**src/rtl/ps2_player_input_ctrl_if.sv**
```systemverilog
// PS/2 pin and decoded-direction bundle between board pins,
// the input controller and the game movement logic.
interface ps2_player_input_ctrl_if;
  logic       ps2_clk;
  logic       ps2_dat;
  logic [3:0] blue_dir;
  logic [3:0] red_dir;
  logic [7:0] code_byte;
  logic       code_valid;
  logic       frame_err;

  modport master (
    output ps2_clk, ps2_dat,
    input  blue_dir, red_dir, code_byte, code_valid, frame_err
  );

  modport slave (
    input  ps2_clk, ps2_dat,
    output blue_dir, red_dir, code_byte, code_valid, frame_err
  );
endinterface

```
**src/rtl/ps2_player_input_ctrl.sv**
```systemverilog
// PS/2 frame receiver and scan-code decoder that holds a
// one-hot direction for each of two players (WASD / arrows).
module ps2_player_input_ctrl #(
  parameter int         FILT_CYC    = 8,
  parameter int         TIMEOUT_CYC = 50000,
  parameter logic [7:0] BLUE_L = 8'h1C,
  parameter logic [7:0] BLUE_R = 8'h23,
  parameter logic [7:0] BLUE_U = 8'h1D,
  parameter logic [7:0] BLUE_D = 8'h1B,
  parameter logic [7:0] RED_L  = 8'h6B,
  parameter logic [7:0] RED_R  = 8'h74,
  parameter logic [7:0] RED_U  = 8'h75,
  parameter logic [7:0] RED_D  = 8'h72
) (
  input logic clk,
  input logic rst,
  ps2_player_input_ctrl_if.slave bus
);

  localparam int FW = $clog2(FILT_CYC + 1);
  localparam int TW = $clog2(TIMEOUT_CYC + 1);

  typedef enum logic [1:0] {
    RX_IDLE, RX_DATA, RX_PAR, RX_STOP
  } rx_e;

  logic [1:0]    clk_sync_q;
  logic [1:0]    dat_sync_q;
  logic          sclk;
  logic          sdat;
  logic          filt_q;
  logic [FW-1:0] fcnt_q;
  logic          flip;
  logic          fall;

  rx_e           rx_q;
  logic [2:0]    bcnt_q;
  logic [7:0]    sh_q;
  logic          par_q;
  logic [TW-1:0] tmo_q;
  logic [7:0]    byte_q;
  logic          valid_q;
  logic          err_q;

  logic          brk_q;
  logic          ext_q;
  logic [3:0]    blue_q;
  logic [3:0]    red_q;
  logic [3:0]    blue_key;
  logic [3:0]    red_key;

  assign sclk = clk_sync_q[1];
  assign sdat = dat_sync_q[1];

  // Lines idle high, so the synchroniser and filter start there.
  always_ff @(posedge clk or posedge rst) begin
    if (rst) begin
      clk_sync_q <= 2'b11;
      dat_sync_q <= 2'b11;
    end else begin
      clk_sync_q <= {clk_sync_q[0], bus.ps2_clk};
      dat_sync_q <= {dat_sync_q[0], bus.ps2_dat};
    end
  end

  assign flip = (sclk != filt_q) &&
                (fcnt_q == FW'(FILT_CYC - 1));
  assign fall = flip && filt_q;

  always_ff @(posedge clk or posedge rst) begin
    if (rst) begin
      filt_q <= 1'b1;
      fcnt_q <= '0;
    end else if (sclk == filt_q) begin
      fcnt_q <= '0;
    end else if (flip) begin
      filt_q <= sclk;
      fcnt_q <= '0;
    end else begin
      fcnt_q <= fcnt_q + 1'b1;
    end
  end

  always_ff @(posedge clk or posedge rst) begin
    if (rst) begin
      rx_q    <= RX_IDLE;
      bcnt_q  <= '0;
      sh_q    <= '0;
      par_q   <= 1'b0;
      tmo_q   <= '0;
      byte_q  <= '0;
      valid_q <= 1'b0;
      err_q   <= 1'b0;
    end else begin
      valid_q <= 1'b0;
      err_q   <= 1'b0;
      if (rx_q == RX_IDLE || fall) tmo_q <= '0;
      else                         tmo_q <= tmo_q + 1'b1;
      if (rx_q != RX_IDLE && !fall &&
          tmo_q == TW'(TIMEOUT_CYC - 1)) begin
        rx_q  <= RX_IDLE;
        err_q <= 1'b1;
      end else if (fall) begin
        unique case (rx_q)
          RX_IDLE: begin
            if (!sdat) begin
              rx_q   <= RX_DATA;
              bcnt_q <= '0;
            end
          end
          RX_DATA: begin
            sh_q   <= {sdat, sh_q[7:1]};
            bcnt_q <= bcnt_q + 1'b1;
            if (bcnt_q == 3'd7) rx_q <= RX_PAR;
          end
          RX_PAR: begin
            par_q <= sdat;
            rx_q  <= RX_STOP;
          end
          RX_STOP: begin
            rx_q <= RX_IDLE;
            if (sdat && (^{sh_q, par_q})) begin
              byte_q  <= sh_q;
              valid_q <= 1'b1;
            end else begin
              err_q <= 1'b1;
            end
          end
          default: rx_q <= RX_IDLE;
        endcase
      end
    end
  end

  always_comb begin
    blue_key = '0;
    unique case (1'b1)
      (byte_q == BLUE_L): blue_key = 4'b0001;
      (byte_q == BLUE_R): blue_key = 4'b0010;
      (byte_q == BLUE_U): blue_key = 4'b0100;
      (byte_q == BLUE_D): blue_key = 4'b1000;
      default:            blue_key = '0;
    endcase
  end

  always_comb begin
    red_key = '0;
    unique case (1'b1)
      (byte_q == RED_L): red_key = 4'b0001;
      (byte_q == RED_R): red_key = 4'b0010;
      (byte_q == RED_U): red_key = 4'b0100;
      (byte_q == RED_D): red_key = 4'b1000;
      default:           red_key = '0;
    endcase
  end

  // A bad frame drops any pending prefix so it cannot
  // attach itself to the next good byte.
  always_ff @(posedge clk or posedge rst) begin
    if (rst) begin
      brk_q  <= 1'b0;
      ext_q  <= 1'b0;
      blue_q <= '0;
      red_q  <= '0;
    end else if (err_q) begin
      brk_q <= 1'b0;
      ext_q <= 1'b0;
    end else if (valid_q) begin
      if (byte_q == 8'hF0) begin
        brk_q <= 1'b1;
      end else if (byte_q == 8'hE0) begin
        ext_q <= 1'b1;
      end else begin
        brk_q <= 1'b0;
        ext_q <= 1'b0;
        if (!ext_q && |blue_key) begin
          if (!brk_q)                 blue_q <= blue_key;
          else if (blue_q == blue_key) blue_q <= '0;
        end
        if (ext_q && |red_key) begin
          if (!brk_q)                red_q <= red_key;
          else if (red_q == red_key) red_q <= '0;
        end
      end
    end
  end

  assign bus.blue_dir   = blue_q;
  assign bus.red_dir    = red_q;
  assign bus.code_byte  = byte_q;
  assign bus.code_valid = valid_q;
  assign bus.frame_err  = err_q;

endmodule

```
**src/flat_wrapper.sv**
```systemverilog
// flat-port wrapper written by rule: the top's interface ports become plain ports
module ps2_player_input_ctrl_flat 
#(
  parameter int         FILT_CYC    = 8,
  parameter int         TIMEOUT_CYC = 50000,
  parameter logic [7:0] BLUE_L = 8'h1C,
  parameter logic [7:0] BLUE_R = 8'h23,
  parameter logic [7:0] BLUE_U = 8'h1D,
  parameter logic [7:0] BLUE_D = 8'h1B,
  parameter logic [7:0] RED_L  = 8'h6B,
  parameter logic [7:0] RED_R  = 8'h74,
  parameter logic [7:0] RED_U  = 8'h75,
  parameter logic [7:0] RED_D  = 8'h72
)
  (clk, rst, bus_ps2_clk, bus_ps2_dat, bus_blue_dir, bus_red_dir, bus_code_byte, bus_code_valid, bus_frame_err);
  ps2_player_input_ctrl_if bus_i ();
  input logic clk;
  input logic rst;
  input wire logic [$bits(bus_i.ps2_clk)-1:0] bus_ps2_clk;
  input wire logic [$bits(bus_i.ps2_dat)-1:0] bus_ps2_dat;
  output wire logic [$bits(bus_i.blue_dir)-1:0] bus_blue_dir;
  output wire logic [$bits(bus_i.red_dir)-1:0] bus_red_dir;
  output wire logic [$bits(bus_i.code_byte)-1:0] bus_code_byte;
  output wire logic [$bits(bus_i.code_valid)-1:0] bus_code_valid;
  output wire logic [$bits(bus_i.frame_err)-1:0] bus_frame_err;
  assign bus_i.ps2_clk = bus_ps2_clk;
  assign bus_i.ps2_dat = bus_ps2_dat;
  assign bus_blue_dir = bus_i.blue_dir;
  assign bus_red_dir = bus_i.red_dir;
  assign bus_code_byte = bus_i.code_byte;
  assign bus_code_valid = bus_i.code_valid;
  assign bus_frame_err = bus_i.frame_err;
  ps2_player_input_ctrl #(.FILT_CYC(FILT_CYC), .TIMEOUT_CYC(TIMEOUT_CYC), .BLUE_L(BLUE_L), .BLUE_R(BLUE_R), .BLUE_U(BLUE_U), .BLUE_D(BLUE_D), .RED_L(RED_L), .RED_R(RED_R), .RED_U(RED_U), .RED_D(RED_D)) u_core (.clk(clk), .rst(rst), .bus(bus_i));
endmodule
```
**config.mk**
```make
export PLATFORM = sky130hd
export DESIGN_NAME = ps2_player_input_ctrl_flat
export DESIGN_NICKNAME = d
export VERILOG_FILES = /design/src/rtl/ps2_player_input_ctrl_if.sv /design/src/rtl/ps2_player_input_ctrl.sv /design/src/flat_wrapper.sv
export SDC_FILE = /design/constraint.sdc
export NUM_CORES = 1
export LEC_CHECK = 0
export BUFFER_PORTS_ARGS = -buffer_cell sky130_fd_sc_hd__buf_2
export CORE_MARGIN = 4
export CORE_UTILIZATION = 54
export DETAILED_ROUTE_END_ITERATION = 6
export GPL_TIMING_DRIVEN = 0
export HOLD_SLACK_MARGIN = 0.15
export MAX_ROUTING_LAYER = met4
export PLACE_DENSITY = 0.75
export SLEW_MARGIN = 20
export SYNTH_ARGS = -nofsm -noshare
export SYNTH_HDL_FRONTEND = slang
export SYNTH_SLANG_ARGS = --single-unit
```
**constraint.sdc**
```tcl
create_clock -name clk -period 1.92 [get_ports clk]
set_input_delay 0.192 -clock clk [delete_from_list [all_inputs] [get_ports clk]]
set_output_delay 0.192 -clock clk [all_outputs]
set_load 0.01 [all_outputs]
```
; ---- Yosys cells after proc, flatten, opt, wreduce, memory -nomap -nowiden
; Index checks and enable logic that the tools add are counted.
; W data, S select, Z words.
[word_totals]
ff_bits = 59
inputBits = 4
[op_classes]
add_sub_neg = 3
eq_ne = 27
mux = 32
n_bitwise = 5
n_reduce_logical = 28
[op_table]
columns = cell, count
row1 = $eq A8 B7 Y1 const B, 4
row2 = $pmux W4 S4, 2
row3 = $eq A8 B5 Y1 const B, 3
row4 = $mux W4, 6
row5 = $add A16 B1 Y16 const B, 1
row6 = $eq A16 B16 Y1 const B, 1
row7 = $eq A8 B8 Y1 const B, 2
row8 = $mux W1, 16
row9 = $mux W16, 1
row10 = $reduce_and A6 Y1, 2
row11 = $reduce_and A3 Y1, 3
row12 = $reduce_xor A9 Y1, 1
row13 = $eq A4 B4 Y1, 2
row14 = $eq A8 B6 Y1 const B, 1
row15 = $mux W2, 4
row16 = $pmux W2 S4, 1
row17 = $reduce_and A4 Y1, 2
row18 = $reduce_bool A2 Y1, 4
row19 = $reduce_or A4 Y1, 2
row20 = $logic_and A1 B1 Y1, 7
row21 = $ne A2 B2 Y1 const B, 3
row22 = $ne A3 B1 Y1 const B, 2
row23 = $pmux W3 S2, 1
row24 = $reduce_and A2 Y1, 3
row25 = other kinds (15), 21

; ---- Longest topological paths before layout
; Gate-level depths: netlist of the first run.
[logic_depth]
word_depth = 8
ltp_mapped = 7

; ---- Worst setup path before layout of the first run
; No wires, ideal clock.
[synth_path]
path_type = reg-to-reg
start = reg u_core.tmo_q[11]
end = reg u_core.rx_q[1]
arrival_ns = 1.690
path_slack_ns = 0.108
stages_incl_launch_ff = 5
n_path_buf = 0
synth_period_minus_slack_ns = 1.812
cell_sequence = dfrtp_1 or4b_2 nor4b_2 o21ai_1 a32o_1
[synth_between]
elab_chain_len = 4
[synth_lines]
columns = item, line
row1 = from (decl), ps2_player_input_ctrl.sv:40  ; logic [TW-1:0] tmo_q;
row2 = from (signal assigned), ps2_player_input_ctrl.sv:98  ; else tmo_q <= tmo_q + 1'b1;
row3 = $eq A16 B16 Y1 (*), ps2_player_input_ctrl.sv:100  ; tmo_q == TW'(TIMEOUT_CYC - 1)) begin
row4 = $logic_and A1 B1 Y1 (*), ps2_player_input_ctrl.sv:99  ; if (rx_q != RX_IDLE && !fall &&
row5 = $ne A3 B3 Y1 (no line) (tied with other cells), n/a
row6 = $reduce_and A3 Y1 (no line), n/a
row7 = to (signal assigned), ps2_player_input_ctrl.sv:101  ; rx_q <= RX_IDLE;
row8 = to (signal assigned), ps2_player_input_ctrl.sv:107  ; rx_q <= RX_DATA;
row9 = to (signal assigned), ps2_player_input_ctrl.sv:114  ; if (bcnt_q == 3'd7) rx_q <= RX_PAR;
row10 = to (decl), ps2_player_input_ctrl.sv:36  ; rx_e rx_q;
; Every way passes the cells marked *; elsewhere a longest branch is shown, timed or not.
; A chain may end at the register's enable or synchronous reset.

; ---- Worst setup path after layout of the first run
[layout_path]
start = reg u_core.par_q
end = reg u_core.byte_q[2] (netlist: u_core.bus.code_byte[2])
[layout_between]
elab_chain_len = 3
[layout_lines]
columns = item, line
row1 = from (decl), ps2_player_input_ctrl.sv:39  ; logic par_q;
row2 = from (signal assigned), ps2_player_input_ctrl.sv:117  ; par_q <= sdat;
row3 = $reduce_xor A9 Y1, ps2_player_input_ctrl.sv:122  ; if (sdat && (^{sh_q, par_q})) begin
row4 = $logic_and A1 B1 Y1, ps2_player_input_ctrl.sv:122
row5 = $reduce_and A4 Y1 (no line), n/a
row6 = to (signal assigned), ps2_player_input_ctrl.sv:123  ; byte_q <= sh_q;
row7 = to (decl), ps2_player_input_ctrl.sv:41  ; logic [7:0] byte_q;
; No other way between the ends.

==> results of run 1 <==
## path summary, 6_finish.rpt
check / from / end / slack, ns / cells after the start
max in group asynchronous: rst / u_core.bus.code_byte[0]$_DFFE_PP0P_ / 0.88 / 3
worst max-delay path: u_core.par_q$_DFFE_PP0P_ / u_core.bus.code_byte[2]$_DFFE_PP0P_ / -0.02 / 5
worst max register to register: u_core.par_q$_DFFE_PP0P_ / u_core.bus.code_byte[2]$_DFFE_PP0P_ / -0.02 / 5
min in group asynchronous: rst / u_core.bus.red_dir[3]$_DFFE_PP0P_ / 0.52 / 3
worst min-delay path: u_core.dat_sync_q[0]$_DFF_PP1_ / u_core.dat_sync_q[1]$_DFF_PP1_ / 0.36 / 0
worst min register to register: u_core.dat_sync_q[0]$_DFF_PP1_ / u_core.dat_sync_q[1]$_DFF_PP1_ / 0.36 / 0
## placed cells by master (no fill, tap or decap), drive strengths merged, types with 12 or more instances in the layout
master   n
clkbuf  14
nand3   12
xnor2   16
buf     32
nand2   28
dfrtp   54
o21ai   15
nor3    13
nor2    26
mux2    18
## power breakdown
group	internal (mW)	switching, mW	leakage (nW)
logic	0.173	0.271	0.752
registers	1.35	0.0975	0.792
clock network	0.616	0.456	0.0950
total	2.14	0.824	1.64
## timing repair
item,4_1_cts,5_1_grt
pin swaps,3,6
endpoints found under the hold margin,56,0
setup buffers,0,8
setup endpoints to repair,38,39
gates cloned,0,1
gates resized for setup,7,26
hold buffers,3,0
## sequential cells by signal, summed over array words and instances (netlist names), 2 cells and up
name	cells
u_core.fcnt_q	4
u_core.bus.red_dir	4
u_core.tmo_q	16
u_core.bus.blue_dir	4
u_core.rx_q	2
u_core.sh_q	8
u_core.dat_sync_q	2
u_core.bcnt_q	3
u_core.bus.code_byte	8
u_core.clk_sync_q	2
## kinds of logic (layout without fill, tap and decap cells)
logic type / Yosys count / after routing / share of synthesized area
and+or+nand+nor: 118 / 119 / 0.215
muxes: 19 / 19 / 0.0694
xor gates and xnor gates: 26 / 26 / 0.0813
adders and majority gates: 8 / 8 / 0.0327
AOI/OAI and AO/OA: 45 / 45 / 0.0944
DFF: 59 / 59 / 0.484
buffers and inverters: 16 / 61 / 0.0229
## metrics by stage
step,setup WS (ns),util
global route,-0.0802,0.666
detailed placement,-0.210,0.592
global placement,-0.393,0.592
floorplan,0.108,-
finish,-0.0163,0.666
CTS,-0.0525,0.637
## per-layer routing
layer / vias to the layer above / wire (µm) / track usage
li1: 1128 / - / -
met1: 1163 / 2810 / 0.234
met2: 33 / 3090 / 0.295
met3: 7 / 215 / 0.0486
met4: 0 / 55 / 0.0579
met5: - / 0 / -
## worst reg2reg max path: stages, from the launching register on
cell and delay [ns]:
sky130_fd_sc_hd__dfrtp_1 0.39, sky130_fd_sc_hd__xnor2_1 0.17, sky130_fd_sc_hd__xnor3_1 0.46, sky130_fd_sc_hd__xnor2_2 0.28, sky130_fd_sc_hd__nand4_2 0.21, sky130_fd_sc_hd__mux2_2 0.32
## area by class of cell
| class | count | area (µm²) |
|---|---|---|
| Inverter | 9 | 36.3 |
| Sequential cell | 59 | 1480 |
| Timing Repair Buffer | 32 | 195 |
| Clock buffer | 11 | 141 |
| Multi-Input combinational cell | 217 | 1640 |
| Buffer | 6 | 40.0 |
| Tap cell | 72 | 90.1 |
| Fill cell | 448 | 1840 |
| Clock inverter | 3 | 40.0 |
==> results.ini, run 1 <==
[setup_path]
timing.critical_path.slowest_cell_delay_ns = 0.46
critPathTopFamily = XOR/XNOR gates
worstSetupStartpointType = flip-flop
cell_with_the_largest_stage_delay_on_the_worst_path = sky130_fd_sc_hd__xnor3_1
cp_num_buf_inv = 0
endpoint_kind = flip-flop
worst-endpoint-arrival_ns = 2.15
cp_max_fo = 4
crit_required_ns = 2.13
crit_path_cell_trace = xnor2_1 > xnor3_1 > xnor2_2 > nand4_2 > mux2_2
critical_path_class = flip-flop to flip-flop

[yosys]
synth_cell_type_count = 55
ys.flop_type = sky130_fd_sc_hd__dfrtp_1
netlist.top_cell.by_area = sky130_fd_sc_hd__dfrtp_1
synth_enable_flop_cells = 0
post_synth_inst_count = 291
synthesized_area_divided_by_synthesized_cell_count_um2 = 10.5
synthesis.area_mm2 = 0.00306
yosys_warnings = 0
post_synth_top_cells = 54 x sky130_fd_sc_hd__dfrtp_1, 28 x sky130_fd_sc_hd__nand2_1, 25 x sky130_fd_sc_hd__nor2_1
yosysMostFrequentCell = sky130_fd_sc_hd__dfrtp_1
asyncSetResetFlopFracSynth = 1.00
yosys_register_bits = 59
yosysSeqAreaShare = 0.484
synth.top_cells.by_area = sky130_fd_sc_hd__dfrtp_1 44%, sky130_fd_sc_hd__mux2_2 6.6%, sky130_fd_sc_hd__dfstp_2 4.3%
syn_nets = 303
yosys.area.top_type_share = 0.441

[sta]
clock.fmax_mhz = 516
timing.setup.tns_ns = -0.0361
final_hold_viol_count = 0
report.final.setup_viol = 3
drv_slew = 0
timing.hold.ws_ns = 0.356
finalWorstPathRequiredPeriod_ns = 1.94
worstMarginPinSlew_ns = 0.702
grt_setup_unrepaired = true
maxSlewHeadroom = 0.532
post_route_clock_skew_ns = 0.0103
final_worst_slack_ns = -0.0163
period_share = 1.01

[layout]
insertedDiodeCount = 0
post_route_cells_drive_above_1_share = 0.291
design.final.nets = 346
final_design_area_no_fill_mm2 = 0.00367
areaGrowthSynthToFinish_pct = 19.7
instances_no_fill = 409

[grt]
grt-ovfl-total = 0
globalRouteTotalUtil = 0.186
grt_antenna_before_repair = 0
grt_pass1_wl_um = 10300
grt_start_max_net_pins = 60
number_of_global_route_vias_before_repair = 2237

[clocking]
numCtsBuffers = 9
clock-root-buffer = sky130_fd_sc_hd__clkbuf_8
worst_skew_pair.late_latency_ns = 0.33
cts_buffer_depth = 2
tritoncts_clock_tree = done
worst_setup_hold_path_clk_slew_ns = 0.06
clock_tree.htree_level_count = 3
clock_sink_count = 59

[route]
viasPerCell = 5.70
initialDrtViolationCount = 113
detail_route.wl_per_cell_um = 15.1
first_pass_iters = 4
route.detailed.drc = 0
final_antenna_net_count = 0
num_vias = 2331
detail_route.wirelength_um = 6170

[placed_design]
finalWeightedCongestion = 0.833
detailedPlacementHpwl_um = 3990
instance_count_after_placement_with_tap_cells_included = 384
detailed_place.area_mm2 = 0.00326
placement.io_buffers = 21

[floorplan]
die_height_um = 83.3
fp.coreArea_mm2 = 0.00551
initial_utilization = 0.556
fp.dieArea_mm2 = 0.00694
die_boundary_width_um = 83.3
ios = 22
placement_rows = 27

[power_and_ir_drop]
ir_worst_vdd_v = 0.000682
totalPowerFinal_mw = 2.96
power.density_mw_per_mm2 = 807
power.leakage_nw = 1.64

[worst_hold_path]
min-delay-path-class = flip-flop to flip-flop

[run_status]
status = finished with violations
failed_checks = negative setup slack

[job]
cap_violations = 0

Note: power is estimated with default switching activity, not from simulation.
==> run 2: changes to the inputs <==
--- a/config.mk
+++ b/config.mk
@@ -12,7 +12,7 @@
 export GPL_TIMING_DRIVEN = 0
 export HOLD_SLACK_MARGIN = 0.15
 export MAX_ROUTING_LAYER = met4
-export PLACE_DENSITY = 0.75
+export PLACE_DENSITY = 0.79
 export SLEW_MARGIN = 20
 export SYNTH_ARGS = -nofsm -noshare
 export SYNTH_HDL_FRONTEND = slang
==> run 2 against run 1 <==
Compared with the run above: the flow now finishes without violations; final cell count rose by 1.2%; flip-flop and latch count is the same; clock skew increased by 0.0011 ns; clock power up 18%; total power up 6.2%; largest power group unchanged.
==> results.ini, run 2 (synthesis results as in run 1) <==
[clocking]
clock-root-buffer = sky130_fd_sc_hd__clkbuf_8
tritoncts_clock_tree = done
clock_tree.htree_level_count = 3  ; unchanged
cts_buffer_depth = 2  ; unchanged
worst_skew_pair.late_latency_ns = 0.34  ; about the same
clock_sink_count = 59  ; unchanged
numCtsBuffers = 9  ; unchanged
worst_setup_hold_path_clk_slew_ns = 0.06  ; about the same

[layout]
layout_common_cells = 49 x sky130_fd_sc_hd__dfrtp_1, 27 x sky130_fd_sc_hd__nand2_1, 25 x sky130_fd_sc_hd__nor2_1, 22 x sky130_fd_sc_hd__buf_2, 18 x sky130_fd_sc_hd__mux2_2
insertedDiodeCount = 0  ; unchanged
design.final.nets = 349  ; +0.87%
mostFrequentLayoutCell = sky130_fd_sc_hd__dfrtp_1
areaGrowthSynthToFinish_pct = 21.2
regMostFlops = u_core.tmo_q
post_route_cells_drive_above_1_share = 0.298  ; +0.00744
largest_register_ff_count = 16  ; unchanged

[route]
route.detailed.drc = 0  ; unchanged
num_vias = 2348  ; +0.73%
initialDrtViolationCount = 129  ; +14%
first_pass_iters = 4  ; unchanged
detail_route.wirelength_um = 6250  ; +1.3%
detail_route.wl_per_cell_um = 15.1  ; +0.12%
final_antenna_net_count = 0  ; unchanged
viasPerCell = 5.67  ; -0.49%

[sta]
grt_setup_unrepaired = true
maxSlewHeadroom = 0.527  ; -0.00510
period_share = 0.980  ; -0.0286
timing.hold.ws_ns = 0.356  ; +0.000141 ns
clock.fmax_mhz = 532  ; +2.9%
finalWorstPathRequiredPeriod_ns = 1.88  ; -0.0549 ns
report.final.setup_viol = 0  ; -3
final_hold_viol_count = 0  ; unchanged
worstMarginPinSlew_ns = 0.710  ; +0.00765 ns
post_route_clock_skew_ns = 0.0114  ; +0.00113 ns
drv_slew = 0  ; unchanged
final_worst_slack_ns = 0.0386  ; +0.0549 ns

[placed_design]
detailedPlacementHpwl_um = 4010  ; +0.57%
minimum_setup_slack_after_placement_ns = -0.211  ; -0.000753 ns
finalWeightedCongestion = 0.871  ; +4.6%
placement.io_buffers = 21  ; unchanged

[power_and_ir_drop]
p_sw_frac = 0.271  ; -0.00759
power.sequential.fraction = 0.457  ; -0.031
p_int_mw = 2.29  ; +7.4%
totalPowerFinal_mw = 3.14  ; +6.2%
comb_power_share = 0.143  ; -0.007
clkPwrFrac = 0.400  ; +0.038
power.switching_mw = 0.852  ; +3.3%
power.density_mw_per_mm2 = 847  ; +4.9%
ir_worst_vdd_v = 0.000720  ; +5.5%
power.leakage_nw = 1.67  ; +2.2%

[setup_path]
worstSetupStartpointType = flip-flop
worst-endpoint-arrival_ns = 2.10  ; -0.05 ns
cell_with_the_largest_stage_delay_on_the_worst_path = sky130_fd_sc_hd__xnor3_1
endpoint_kind = flip-flop
critPathTopFamily = XOR/XNOR gates
crit_required_ns = 2.14  ; about the same
timing.critical_path.slowest_cell_delay_ns = 0.44  ; -0.02 ns
cp_max_fo = 9  ; +5
cp_num_buf_inv = 0  ; unchanged
critical_path_class = flip-flop to flip-flop
crit_path_cell_trace = xor2_1 > xnor3_1 > xnor2_2 > nand4_4 > mux2_2

[grt]
grt-ovfl-total = 0  ; unchanged
grt_antenna_before_repair = 0  ; unchanged
grt_start_max_net_pins = 60  ; unchanged
grt_pass1_wl_um = 10600  ; +2.5%
globalRouteTotalUtil = 0.193  ; +0.00734
number_of_global_route_vias_before_repair = 2295  ; +2.6%

[floorplan]
ios = 22  ; unchanged
initial_utilization = 0.556  ; unchanged
placement_rows = 27  ; unchanged
die_height_um = 83.3  ; unchanged
fp.dieArea_mm2 = 0.00694  ; unchanged
die_boundary_width_um = 83.3  ; unchanged
fp.coreArea_mm2 = 0.00551  ; unchanged

[job]
cap_violations = 0  ; unchanged

[run_status]
status = complete, no violations

[worst_hold_path]
min-delay-path-class = flip-flop to flip-flop

==> run 2: routing by layer <==
metal / GRT usage / part of all wire / vias to the layer above
met5: - / 0 / -
met2: 0.289 / 0.48 / 64
li1: - / - / 1130
met3: 0.0516 / 0.046 / 18
met1: 0.241 / 0.45 / 1136
met4: 0.101 / 0.022 / 0
==> run 2: stage by stage <==
stage          setup TNS [ns]  instances   util  area (µm²)
5_1_grt                -0.500        414  0.674        3710
3_3_place_gp           -23.12        384  0.592        3260
4_1_cts                     0        404  0.647        3560
6_report                    0        414  0.674        3710
2_1_floorplan               0        291      -        3060
3_5_place_dp            -2.84        384  0.592        3260
==> run 2: power groups by stage <==
stage                     registers (mW)  clock network [mW]  logic, mW
after floorplan                     1.44                   0      0.318
after global placement              1.45                   0      0.384
after detailed placement            1.46                   0      0.398
after CTS                           1.44                1.28      0.418
after global routing                1.45                1.35      0.520
final                               1.44                1.26      0.451
==> run 2: worst paths after layout <==
check / to / cells after the start / from / slack [ns]
max in group asynchronous: u_core.tmo_q[4]$_DFF_PP0_ / 3 / rst / 0.87
hold / removal: u_core.dat_sync_q[1]$_DFF_PP1_ / 0 / u_core.dat_sync_q[0]$_DFF_PP1_ / 0.36
hold reg to reg: u_core.dat_sync_q[1]$_DFF_PP1_ / 0 / u_core.dat_sync_q[0]$_DFF_PP1_ / 0.36
setup / recovery: u_core.bus.code_byte[5]$_DFFE_PP0P_ / 5 / u_core.sh_q[6]$_DFFE_PP0P_ / 0.04
setup reg to reg: u_core.bus.code_byte[5]$_DFFE_PP0P_ / 5 / u_core.sh_q[6]$_DFFE_PP0P_ / 0.04
min in group asynchronous: u_core.tmo_q[9]$_DFF_PP0_ / 3 / rst / 0.53
==> run 2: final cells by class <==
class / instances / area, µm²
fill: 425 / 1790
clock buffer: 12 / 145
sequential: 59 / 1490
inverter: 9 / 36.3
timing repair buffer: 36 / 225
multi-input combinational: 216 / 1610
buffer: 6 / 40.0
tap: 72 / 90.1
clock inverter: 4 / 73.8
==> run 2: repair_timing <==
item / 4_1_cts / 5_1_grt
buffers inserted: 1 / 11
setup endpoints to repair: 38 / 39
cloned: 0 / 0
pin swaps: 2 / 4
hold buffers: 3 / 0
resized for setup: 10 / 22
hold endpoints to repair: 56 / 0
